[src/rtl/uart_reporter.sv]
// Game-event reporter: buffers events, converts values to zero-padded ASCII decimal and sends <letter><digits>CR LF.
// Latency: first pulse 3 + up to DIGITS*10 cycles after accept; backpressure: evt_ready low only when the FIFO is full.

module sync_fifo #(
    parameter int W     = 8,
    parameter int DEPTH = 4
) (
    input  logic         clk,
    input  logic         rst,
    input  logic         in_vld,
    input  logic [W-1:0] in_dat,
    input  logic         out_rdy,
    output logic [W-1:0] out_dat,
    output logic         full,
    output logic         empty
);
    localparam int AW = $clog2(DEPTH);
    localparam logic [AW:0] FULL_CNT = (AW+1)'(DEPTH);

    logic [W-1:0]  mem [DEPTH];
    logic [AW-1:0] wr_ptr;
    logic [AW-1:0] rd_ptr;
    logic [AW:0]   count;
    logic          do_push;
    logic          do_pop;

    assign full    = (count == FULL_CNT);
    assign empty   = (count == '0);
    assign do_pop  = out_rdy && !empty;
    assign do_push = in_vld && (!full || do_pop);
    assign out_dat = mem[rd_ptr];

    always_ff @(posedge clk or posedge rst) begin
        if (rst) begin
            wr_ptr <= '0;
            rd_ptr <= '0;
            count  <= '0;
        end else begin
            if (do_push) wr_ptr <= wr_ptr + 1'b1;
            if (do_pop)  rd_ptr <= rd_ptr + 1'b1;
            case ({do_push, do_pop})
                2'b10:   count <= count + 1'b1;
                2'b01:   count <= count - 1'b1;
                default: ;
            endcase
        end
    end

    always_ff @(posedge clk) begin
        if (do_push) mem[wr_ptr] <= in_dat;
    end
endmodule

module uart_reporter #(
    parameter int FIFO_DEPTH = 4,
    parameter int VALUE_W    = 16,
    parameter int DIGITS     = 5
) (
    input  logic               clk,
    input  logic               reset,
    input  logic               evt_valid,
    input  logic [2:0]         evt_code,
    input  logic [VALUE_W-1:0] evt_value,
    output logic               evt_ready,
    output logic               transmit,
    output logic [7:0]         tx_byte,
    input  logic               is_transmitting,
    output logic               busy,
    output logic [7:0]         drop_cnt
);
    function automatic longint unsigned pow10(input int e);
        longint unsigned r;
        r = 1;
        for (int i = 0; i < e; i++) r = r * 10;
        return r;
    endfunction

    function automatic logic [7:0] letter_of(input logic [2:0] code);
        case (code)
            3'd0:    return 8'h53;
            3'd1:    return 8'h4C;
            3'd2:    return 8'h56;
            3'd3:    return 8'h47;
            3'd4:    return 8'h48;
            3'd5:    return 8'h50;
            3'd6:    return 8'h4E;
            default: return 8'h3F;
        endcase
    endfunction

    localparam longint unsigned MAX_VAL = pow10(DIGITS) - 1;
    localparam int CONV_W = $clog2(MAX_VAL + 1);
    localparam int REM_W  = (CONV_W > VALUE_W) ? CONV_W : VALUE_W;
    localparam int DPOS_W = (DIGITS > 1) ? $clog2(DIGITS) : 1;
    localparam int IDX_W  = $clog2(DIGITS + 3);
    localparam logic [DPOS_W-1:0] LAST_DPOS = DPOS_W'(DIGITS - 1);
    localparam logic [IDX_W-1:0]  LAST_IDX  = IDX_W'(DIGITS + 2);
    localparam logic [IDX_W-1:0]  CR_IDX    = IDX_W'(DIGITS + 1);
    localparam logic [IDX_W-1:0]  DIG_END   = IDX_W'(DIGITS);

    typedef struct packed {
        logic [2:0]         code;
        logic [VALUE_W-1:0] value;
    } evt_t;

    typedef enum logic [2:0] {
        IDLE, LOAD, CONV, ISSUE, WAIT_START, WAIT_DONE
    } state_t;

    state_t            state_q, state_n;
    evt_t              evt_in, head, ev_q;
    logic              fifo_full, fifo_empty, pop;
    logic [REM_W-1:0]  place_tbl [DIGITS];
    logic [REM_W-1:0]  place;
    logic [REM_W-1:0]  rem_q;
    logic [DPOS_W-1:0] dpos_q;
    logic [3:0]        dval_q;
    logic [7:0]        digit_q [DIGITS];
    logic [7:0]        letter_q;
    logic [IDX_W-1:0]  idx_q;
    logic [1:0]        guard_q;
    logic [7:0]        line_byte;
    logic              digit_done;

    assign evt_in = '{code: evt_code, value: evt_value};

    sync_fifo #(.W($bits(evt_t)), .DEPTH(FIFO_DEPTH)) u_fifo (
        .clk     (clk),
        .rst     (reset),
        .in_vld  (evt_valid && evt_ready),
        .in_dat  (evt_in),
        .out_rdy (pop),
        .out_dat (head),
        .full    (fifo_full),
        .empty   (fifo_empty)
    );

    for (genvar g = 0; g < DIGITS; g++) begin : g_place
        assign place_tbl[g] = REM_W'(pow10(DIGITS - 1 - g));
    end

    assign place      = place_tbl[dpos_q];
    assign digit_done = (rem_q < place);

    always_comb begin
        line_byte = letter_q;
        if (idx_q == '0)           line_byte = letter_q;
        else if (idx_q <= DIG_END) line_byte = digit_q[DPOS_W'(idx_q - 1'b1)];
        else if (idx_q == CR_IDX)  line_byte = 8'h0D;
        else                       line_byte = 8'h0A;
    end

    always_ff @(posedge clk or posedge reset) begin
        if (reset) state_q <= IDLE;
        else       state_q <= state_n;
    end

    always_comb begin
        state_n = state_q;
        case (state_q)
            IDLE:       if (!fifo_empty) state_n = LOAD;
            LOAD:       state_n = CONV;
            CONV:       if (digit_done && dpos_q == LAST_DPOS) state_n = ISSUE;
            ISSUE:      if (!is_transmitting) state_n = WAIT_START;
            // Guard timeout keeps a missed busy edge from stalling the line.
            WAIT_START: if (is_transmitting || guard_q == 2'd3) state_n = WAIT_DONE;
            WAIT_DONE:  if (!is_transmitting) state_n = (idx_q == LAST_IDX) ? IDLE : ISSUE;
            default:    state_n = IDLE;
        endcase
    end

    always_comb begin
        evt_ready = !fifo_full;
        pop       = (state_q == IDLE) && !fifo_empty;
        transmit  = (state_q == WAIT_START) && (guard_q == 2'd0);
        busy      = (state_q != IDLE) || !fifo_empty;
    end

    always_ff @(posedge clk or posedge reset) begin
        if (reset) begin
            ev_q     <= '0;
            letter_q <= '0;
            rem_q    <= '0;
            dpos_q   <= '0;
            dval_q   <= '0;
            idx_q    <= '0;
            guard_q  <= '0;
            tx_byte  <= '0;
            for (int i = 0; i < DIGITS; i++) digit_q[i] <= 8'h30;
        end else begin
            case (state_q)
                IDLE: if (!fifo_empty) ev_q <= head;
                LOAD: begin
                    letter_q <= letter_of(ev_q.code);
                    rem_q    <= (64'(ev_q.value) > MAX_VAL) ? REM_W'(MAX_VAL) : REM_W'(ev_q.value);
                    dpos_q   <= '0;
                    dval_q   <= '0;
                    idx_q    <= '0;
                end
                CONV: begin
                    if (!digit_done) begin
                        rem_q  <= rem_q - place;
                        dval_q <= dval_q + 1'b1;
                    end else begin
                        digit_q[dpos_q] <= 8'h30 + {4'd0, dval_q};
                        dval_q          <= '0;
                        if (dpos_q != LAST_DPOS) dpos_q <= dpos_q + 1'b1;
                    end
                end
                ISSUE: if (!is_transmitting) begin
                    tx_byte <= line_byte;
                    guard_q <= '0;
                end
                WAIT_START: if (guard_q != 2'd3) guard_q <= guard_q + 1'b1;
                WAIT_DONE:  if (!is_transmitting && idx_q != LAST_IDX) idx_q <= idx_q + 1'b1;
                default: ;
            endcase
        end
    end

    always_ff @(posedge clk or posedge reset) begin
        if (reset)                                         drop_cnt <= '0;
        else if (evt_valid && !evt_ready && drop_cnt != 8'hFF) drop_cnt <= drop_cnt + 1'b1;
    end
endmodule

[config.mk]
export PLATFORM = sky130hd
export DESIGN_NAME = uart_reporter
export DESIGN_NICKNAME = d
export VERILOG_FILES = /design/src/rtl/uart_reporter.sv
export SDC_FILE = /design/constraint.sdc
export NUM_CORES = 1
export LEC_CHECK = 0
export CORE_MARGIN = 2
export CORE_UTILIZATION = 55
export CTS_BUF_LIST = sky130_fd_sc_hd__clkbuf_4
export DETAILED_ROUTE_END_ITERATION = 10
export PLACE_DENSITY = 0.79
export SETUP_SLACK_MARGIN = 0.5
export SLEW_MARGIN = 20
export SYNTH_ARGS = -nofsm -noshare
export SYNTH_HDL_FRONTEND = slang
export SYNTH_HIERARCHICAL = 1
export SYNTH_SLANG_ARGS = --single-unit
[constraint.sdc]
create_clock -name clk -period 4 [get_ports clk]
set_input_delay 1.2 -clock clk [delete_from_list [all_inputs] [get_ports clk]]
set_output_delay 1.2 -clock clk [all_outputs]
set_load 0.01 [all_outputs]
Yosys cells after proc, flatten, opt, wreduce, memory -nomap -nowiden --
Memories as Yosys holds them, arrays and structs flattened. A register that Yosys moved wholly into a read port is not among the register bits. Cells that the tools add are included.
Operators by class: add/subtract/negate cells 12, order comparisons 5, equal/unequal tests 32, muxes and demuxes 34, bitwise operators 4, reductions and logical operators 34
Operators with widths (count):
- 2-to-1 mux 17 bit | 3
- case mux 7 bit (7 select lines) | 1
- bitwise mux 40 bit | 1
- 2-to-1 mux 8 bit | 5
- case mux 17 bit (2 select lines) | 1
- equality test 3 bit (second input constant) | 9
- 2-to-1 mux 3 bit | 9
- binary-select mux 8 bit (select 3 bit) | 1
- demux 8 bit (select 3 bit) | 1
- inequality test 2 bit (second input constant) | 10
- case mux 3 bit (2 select lines) | 3
- case mux 3 bit (6 select lines) | 1
- less-than comparator 17 bit | 1
- subtractor 17 bit | 1
- equality test 3 x 2 -> 1 bit (second input constant) | 4
- zero test 3 bit | 4
- logical AND 1 bit | 10
- AND reduction 2 bit | 5
- adder 3 x 1 -> 3 bit (second input constant) | 3
- adder 8 x 1 -> 8 bit (second input constant) | 1
- >= comparator 4 bit (second input constant) | 2
- inequality test 8 bit (second input constant) | 1
- inverter 3 -> 4 bit | 2
- case mux 4 bit (2 select lines) | 1
- 23 further kinds | 41
Storage, ports and cells: bits in registers 103, RAM bits 76, ROM bits 136, bits of input ports 23, output and inout port bits 19, logic and storage cells 140, memories 2
Memory list:
- (name not given) | depth 8, width 17, rd ports 1, clocked after memory_dff 0, wr ports 0, line 142 | assign place = place_tbl[dpos_q];
- u_fifo.mem | depth 4, width 19, rd ports 1, clocked after memory_dff 1, wr ports 1, line 20 | logic [W-1:0] mem [DEPTH];

Longest topological paths before layout --
Gate-level depths: netlist of run 1.
word-level depth 8, gate-level depth with buffers 12, mapped depth without buffers 11

By module --
Netlist of run 1, hierarchy kept.
Modules (own cells, without submodules):
- uart_reporter | times used 1, cells an instance 531, area an instance 5351.4 µm², seq. area each 2327.2 µm²
- sync_fifo | times used 1, cells an instance 138, area an instance 3169.3 µm², seq. area each 2457.4 µm²

Worst setup path before layout of run 1 --
No wires, ideal clock.
path kind register to register, start point register dpos_q[0], end point register digit_q[10] in the netlist's numbering, library setup time 0.125 ns, arrival time 2.709 ns, data required time 3.875 ns, slack 1.166 ns, cell stages (with the launch flop) 12, clock period less this slack 2.834 ns, path through dfrtp_1 inv_1 ha_1 nand2_1 ha_1 buf_2 a21oi_2 o21ai_1 a21oi_4 nand3_4 or3_4 mux2_4
Between the ends: longest elaborated chain between the ends 6, elaborated cells on any way between the ends 12
RTL lines:
- start, declared | line 116 | logic [DPOS_W-1:0] dpos_q;
- start signal, assigned | line 207 | if (dpos_q != LAST_DPOS) dpos_q <= dpos_q + 1'b1;
- inverter 3 -> 4 bit (implied by the code) (*) | line 142, 205
- memory read (8 x 17 bit), or another cell as far along
- 2-to-1 mux 17 bit (implied by the code) / logical AND 1 bit (equally long branches) | line 142, 205
- 2-to-1 mux 17 bit (implied by the code) / 2-to-1 mux 8 bit (equally long branches) | line 142, 205
- less-than comparator 17 bit / demux 8 bit (select 3 bit) (equally long branches) | line 143, 205
- AND reduction 2 bit (no source line) / bitwise mux 40 bit (equally long branches)
- end signal, assigned by index | line 205 | digit_q[dpos_q] <= 8'h30 + {4'd0, dval_q};
- end, declared | line 118 | logic [7:0] digit_q [DIGITS];
Every way passes the cells marked *; elsewhere a longest branch is shown, timed or not. The select of a mux whose other input is x is not followed. A chain may end at the register's enable or synchronous reset.

Worst setup path after layout of run 1 --
start point register state_q[2], end point output port transmit
Between the ends: longest elaborated chain between the ends 2
RTL lines:
- start, declared | line 110 | state_t state_q, state_n;
- start signal, assigned | line 155 | else state_q <= state_n;
- equality test 3 bit | line 175 | transmit = (state_q == WAIT_START) && (guard_q == 2'd0);
- logical AND 1 bit | line 175
- end, declared | line 65 | output logic transmit,
Every way passes these cells.

==> flow_metrics.py, run 1 <==
metrics = {
    "outcome": {
        "outcome": "complete, no violations",
    },
    "setup_path": {
        "cp_slowest_cell": "dfrtp_1",
        "startpoint_type": "flop",
        "cp_data_arrival_time_ns": 2.15,
        "cp_max_fo": 17,
        "worstPathCellList": "nand2_1 > nor3_1 > clkdlybuf4s50_1",
        "cp.required_ns": 2.80,
        "worstSetupEndpointType": "output pin",
        "ff2ff_path_depth": 11,
        "criticalPathCategory": "flop to output pin",
        "crit_path_max_incr_delay_ns": 0.73,
    },
    "final_layout": {
        "n_antenna_cell": 0,
        "fillers": 1127,
        "fin_nets": 762,
        "final_layout_size_suffix_gt1_share_pct": 17.3,
        "syn2layout_area_growth_pct": 10.3,
    },
    "global_routing": {
        "antenna_found_initial": 0,
        "grt_pass1_vias": 5489,
        "grt_usage_pct": 21.3,
        "grt_overflow": 0,
        "grt_pass1_wl_mm": 27.4,
        "grt_max_degree": 39,
    },
    "routing": {
        "post-route-drc-count": 0,
        "num_vias": 5442,
        "wirelength_mm": 16.5,
        "ant_nets": 0,
        "via_per_inst": 6.02,
        "drtIter0Drc": 387,
        "wire_per_inst_um": 18.2,
        "dr.pass1.iters": 5,
    },
    "timing": {
        "tightestPinTransition_ns": 1.02,
        "period_share_pct": 83.8,
        "hold_viol_final": 0,
        "worst_slew_margin_rel_pct": 32.1,
        "finClkSkew_ns": 0.0196,
        "max_clock_freq_mhz": 298,
        "fin_ws_ns": 0.648,
        "slew_viol_final": 0,
        "rsz0062_at_grt": "false",
        "min_period_ns": 3.35,
        "finalSetupViolCount": 0,
        "setup_tns_ns": 0,
    },
    "logic_synthesis": {
        "avgSynthCellArea_um2": 12.7,
        "synth_adder_area_share_pct": 5.46,
        "seq_area_frac_synth_pct": 56.2,
        "synthSimpleGateAreaFrac_pct": 10.9,
        "synth_area_mm2": 0.00852,
        "syn-instance-count": 669,
        "synth_ff_type": "dfrtp_1",
        "synth-xor-area-share_pct": 1.95,
        "yosysWarningCount": 6,
        "asyncSetResetFlopFracSynth_pct": 56.8,
        "yosysTopAreaCell": "dfrtp_1",
        "yosysTopAreaCellShare_pct": 29.4,
        "synth_edf_count": 76,
        "synthMuxAreaShare_pct": 12.5,
        "synth_compound_area_share_pct": 10.3,
        "ys_ff_latch": 176,
        "syn-num-nets": 728,
        "synth_top_family_by_area": "multiplexers",
        "yosys-top-cells-area": "dfrtp_1, edfxtp_1, mux4_2, ha_1, mux2_2",
        "yosys.cell_types.count": 75,
    },
    "floorplanning": {
        "rows": 45,
        "dieArea_mm2": 0.0165,
        "fp.dieH_um": 128,
        "core_mm2": 0.0151,
        "boundaryPins": 42,
        "die_w_um": 128,
        "start_util_pct": 56.3,
    },
    "placement": {
        "dp_hpwl_mm": 11.4,
        "routabilityCongestion": 0.908,
        "pre_cts_ws_ns": 0.832,
        "portBuffers": 40,
    },
    "cts": {
        "clk_path_buf_depth": 2,
        "cts_sinks": 176,
        "cts-root-buf": "clkbuf_4",
        "cts.reportedPaths.clkPinSlew_ns": 0.14,
        "clock_latency_ns": 0.58,
        "htreeDepth": 4,
        "numCtsBuffers": 17,
        "cts_tree": "built",
        "cts_setup_buffers": 0,
    },
    "hold_path": {
        "min_path_cells": 2,
        "hold_class": "flop to flop",
    },
    "pwr": {
        "peakVddDrop_uv": 545,
        "p_per_area_mw_per_mm2": 723,
        "p_leak_nw": 3.67,
    },
    "job": {
        "cap_violations": 0,
    },
}
-- cell type report --
type	count	area, µm²	area share, %
Tap cell	188	235	2.50
Inverter	24	93.8	0.999
Clock inverter	15	158	1.68
Clock buffer	17	128	1.36
Timing Repair Buffer	48	485	5.17
Multi-Input combinational cell	436	3510	37.4
Sequential cell	176	4780	50.9
-- timing repair --
item	4_1_cts	5_1_grt
hold buffers	0	0
setup endpoints to repair	0	1
resized for setup	0	1
-- state kept, by name (all words and copies together), names as in the netlist, 4 cells and up --
signal      flops
rem_q          17
drop_cnt        8
dval_q          4
ev_q           19
u_fifo/mem     76
digit_q        20
tx_byte         7
letter_q        7
-- stage by stage --
stage / power [mW] / instance area [µm²] / util (%) / hold WS [ns] / std cells
2_1_floorplan: 5.01 / 8520 / - / 0.447 / 669
3_3_place_gp: 5.65 / 9100 / 60.1 / 0.453 / 872
3_5_place_dp: 5.79 / 9100 / 60.1 / 0.473 / 872
4_1_cts: 6.82 / 9390 / 62.0 / 0.507 / 904
5_1_grt: 7.25 / 9400 / 62.0 / 0.530 / 904
6_report: 6.79 / 9400 / 62.0 / 0.501 / 904
-- cells in the mapped netlist, types with 13 or more instances --
library cell / number
a21oi_1: 29
clkbuf_1: 21
dfrtp_1: 100
edfxtp_1: 76
ha_1: 34
inv_1: 23
mux2_2: 32
mux4_2: 22
nand2_1: 61
nand3_1: 17
nor2_1: 37
nor3_1: 14
o21ai_0: 32
xnor2_1: 13
-- kinds of logic after synthesis --
kind of cell               after synthesis
AOI/OAI and AO/OA                      128
xor gates and xnor gates                19
adders and majority gates               36
buffers and inverters                   57
DFF                                    176
muxes                                   70
other                                    1
and+or+nand+nor                        182
-- worst paths after layout --
path	from	slack [ns]	end
min reg2reg	tx_byte[3]$_DFFE_PP0P_	0.50	tx_byte[3]$_DFFE_PP0P_
min	tx_byte[3]$_DFFE_PP0P_	0.50	tx_byte[3]$_DFFE_PP0P_
max in group asynchronous	reset	2.04	tx_byte[0]$_DFFE_PP0P_
max	state_q[2]$_DFFE_PP0P_	0.65	transmit
min in group asynchronous	reset	0.94	u_fifo/rd_ptr[1]$_DFFE_PP0P_
max reg2reg	dpos_q[0]$_DFFE_PP0P_	0.78	rem_q[5]$_DFFE_PP0P_
-- placed cells by master (no fill, tap or decap), types with 4 or more instances in the layout --
cell,count
clkbuf_4,17
clkdlybuf4s50_1,40
nand2b_1,7
ha_1,34
o311ai_0,4
and2_2,4
mux2i_1,7
nand3_1,17
mux4_2,22
nor3_1,13
o21a_1,9
nor2_1,37
o211ai_1,7
buf_4,6
edfxtp_1,76
xnor2_1,13
a31oi_1,8
clkinvlp_4,4
nor2b_1,7
inv_1,22
and3_1,5
inv_6,4
o31ai_1,4
xor2_1,6
or3_1,4
dfrtp_1,100
mux2_4,9
nand4_1,6
o21ai_0,32
a21oi_1,29
nand2_1,61
mux2_2,32
-- report_power, final --
part           total (mW)  switching [mW]  internal (mW)
Clock                1.01           0.631          0.380
Combinational        2.87            1.56           1.32
Sequential           2.90           0.462           2.44
Total                6.79            2.65           4.14
-- worst max-delay path: cells and delay by family, from the launching register on --
kind                   cells  cell delay, ns
buffers and inverters      1            0.57
AND/OR/NAND/NOR            2            0.28
flip-flops                 1            0.73
-- layer usage --
layer  global-route usage, %  share of wire [%]  wire length [µm]  vias to the layer above
met5                       0                  0                 0                        -
met4                    6.92                1.3               208                        0
met3                    4.82                4.1               677                       18
met2                    35.4                 50              8300                      128
met1                    28.0                 44              7310                     2743
li1                        -                  -                 -                     2553
Note: power is estimated with default switching activity, not from simulation.
==> run 2, diff against run 1 <==
clock period = 3.2 ns   (was 4 ns; I/O delays follow)
==> run 2 against run 1 <==
  * Hold slack got worse by 0.0049 ns
  * Largest cell class unchanged
  * Wire length rose by 11%
  * Critical endpoint is now digit_q[35]$_DFFE_PP0P_
  * Cell count rose by 5.3%
==> flow_metrics.py, run 2 (synthesis results as in run 1) <==
metrics = {
    "routing": {
        "num_vias": 5859,
        "via_per_inst": 6.15,
        "wirelength_mm": 18.3,
        "dr.pass1.iters": 5,
        "ant_nets": 0,
        "wire_per_inst_um": 19.2,
        "drtIter0Drc": 469,
        "post-route-drc-count": 0,
    },
    "timing": {
        "rsz0062_at_grt": "true",
        "hold_viol_final": 0,
        "finalSetupViolCount": 0,
        "finClkSkew_ns": 0.0160,
        "tightestPinTransition_ns": 0.929,
        "min_period_ns": 2.73,
        "period_share_pct": 85.4,
        "worst_slew_margin_rel_pct": 38.1,
        "setup_tns_ns": 0,
        "slew_viol_final": 0,
        "max_clock_freq_mhz": 366,
    },
    "cts": {
        "cts_sinks": 176,
        "clk_path_buf_depth": 2,
        "clock_latency_ns": 0.57,
        "cts.reportedPaths.clkPinSlew_ns": 0.14,
        "cts-root-buf": "clkbuf_4",
        "postCtsHoldBufs": 0,
        "htreeDepth": 4,
        "numCtsBuffers": 17,
        "cts_tree": "built",
    },
    "hold_path": {
        "min_path_cells": 2,
        "min_from": "tx_byte[6]$_DFFE_PP0P_",
        "hold_class": "flop to flop",
        "hold_end": "tx_byte[6]$_DFFE_PP0P_",
    },
    "global_routing": {
        "antenna_found_initial": 1,
        "grt_pass1_vias": 5942,
        "grt_overflow": 0,
        "grt_usage_pct": 22.4,
        "busiest_layer": "met2",
        "grt_pass1_wl_mm": 28.9,
        "grtUsageMet1_pct": 28.3,
        "grt_max_degree": 33,
        "met2_usage_pct": 38.4,
        "grt_util_met3_pct": 4.24,
    },
    "final_layout": {
        "multi_input_area_mm2": 0.00384,
        "largest_reg_flops": 76,
        "fillers": 1049,
        "final_layout_size_suffix_gt1_share_pct": 29.2,
        "regMostFlops": "u_fifo/mem",
        "final_common_cell": "dfrtp_1",
        "final_cell_mix": "dfrtp_1, edfxtp_1, nand2_1",
        "top_regs": "u_fifo/mem (76), digit_q (20), ev_q (19)",
        "fin_nets": 809,
        "finalNonFillerCells": 952,
        "ff_latch_area_mm2": 0.00479,
        "syn2layout_area_growth_pct": 18.6,
    },
    "placement": {
        "portBuffers": 40,
        "dp.cells": 880,
        "routabilityCongestion": 0.927,
        "dp_hpwl_mm": 11.9,
    },
    "floorplanning": {
        "start_util_pct": 56.3,
        "boundaryPins": 42,
        "fp.dieH_um": 128,
        "core_mm2": 0.0151,
        "die_w_um": 128,
        "dieArea_mm2": 0.0165,
        "rows": 45,
    },
    "setup_path": {
        "rrSetupSlack_ns": 0.47,
        "ff2ff_path_depth": 11,
        "criticalPathCategory": "flop to flop",
        "startpoint_type": "flop",
        "worstReg2RegStart": "dpos_q[1]$_DFFE_PP0P_",
        "cp_max_fo": 4,
        "worstSetupEndpointType": "flop",
        "cp_data_arrival_time_ns": 3.19,
        "reg2reg_to": "digit_q[35]$_DFFE_PP0P_",
        "cp.required_ns": 3.66,
    },
    "pwr": {
        "peakVddDrop_uv": 486,
        "p_leak_nw": 3.94,
        "p_per_area_mw_per_mm2": 940,
    },
    "outcome": {
        "outcome": "complete, no violations",
    },
    "job": {
        "cap_violations": 0,
    },
}
run 2: changes by cell type in the layout (fill, tap and decap cells not counted), sizes merged:
cell,before,now
clkinvlp,4,5
buf,8,54
clkdlybuf4s50,40,37
clkbuf,17,26
inv,28,22
bufinv,2,1
clkinv,5,6
diode,0,1
run 2: layout make-up:
class	count	area share (%)
diodes	1	0.0248
clock buffers	22	1.63
clock inverters	10	0.891
inverters	24	1.03
multi-input cells	436	38.0
flip-flops and latches	176	47.4
well taps	188	2.33
repair buffers	95	8.68
run 2: per-layer routing:
layer	vias to the layer above	wire length, µm
met4	0	387
li1	2641	-
met3	48	718
met1	2987	7750
met5	-	0
met2	183	9460
run 2: repair_timing:
| item | in CTS | in global routing |
|---|---|---|
| buffers inserted | 24 | 13 |
| gates resized for setup | 49 | 36 |
| cloned | 0 | 2 |
| endpoints found under the setup margin | 47 | 33 |
| pin swaps | 9 | 17 |
run 2: worst max-delay path by stage:
stage | depth (start not counted) | startpoint | endpoint | slack (ns)
global placement | 9 | dpos_q[2]$_DFFE_PP0P_ | rem_q[10]$_DFFE_PP0P_ | 0.28
finish | 11 | dpos_q[1]$_DFFE_PP0P_ | digit_q[35]$_DFFE_PP0P_ | 0.47
CTS | 4 | u_fifo/count[1]$_DFFE_PP0P_ | busy | 0.45
global route | 12 | dpos_q[1]$_DFFE_PP0P_ | digit_q[25]$_DFFE_PP0P_ | 0.39
floorplan | 10 | dpos_q[0]$_DFFE_PP0P_ | digit_q[32]$_DFFE_PP0P_ | 0.51
detailed placement | 10 | dpos_q[1]$_DFFE_PP0P_ | rem_q[8]$_DFFE_PP0P_ | 0.17
run 2: per-stage QoR:
step           util, %  cell area [µm²]  hold slack (ns)  power, mW  worst slack [ns]
3_5_place_dp      60.9             9220            0.468       7.40             0.171
5_1_grt           66.7            10100            0.522       10.1             0.390
6_report          66.7            10100            0.496       9.51             0.468
2_1_floorplan        -             8590            0.447       6.35             0.511
3_3_place_gp      60.9             9220            0.459       7.19             0.283
4_1_cts           65.0             9850            0.505       8.97             0.447
run 2: where the power goes:
| part | internal [mW] | switching, mW | total [mW] |
|---|---|---|---|
| Combinational | 2.31 | 2.45 | 4.76 |
| Sequential | 3.06 | 0.530 | 3.59 |
| Clock | 0.425 | 0.732 | 1.16 |
run 2: critical path: stages, from the launching register on:
cell and delay (ns):
dfrtp_2 0.46, buf_6 0.13, ha_4 0.15, ha_4 0.16, inv_2 0.06, ha_4 0.19
nor2b_4 0.12, o2111a_2 0.28, o21ai_4 0.18, nand3_4 0.11, or3_4 0.47, mux2_4 0.31
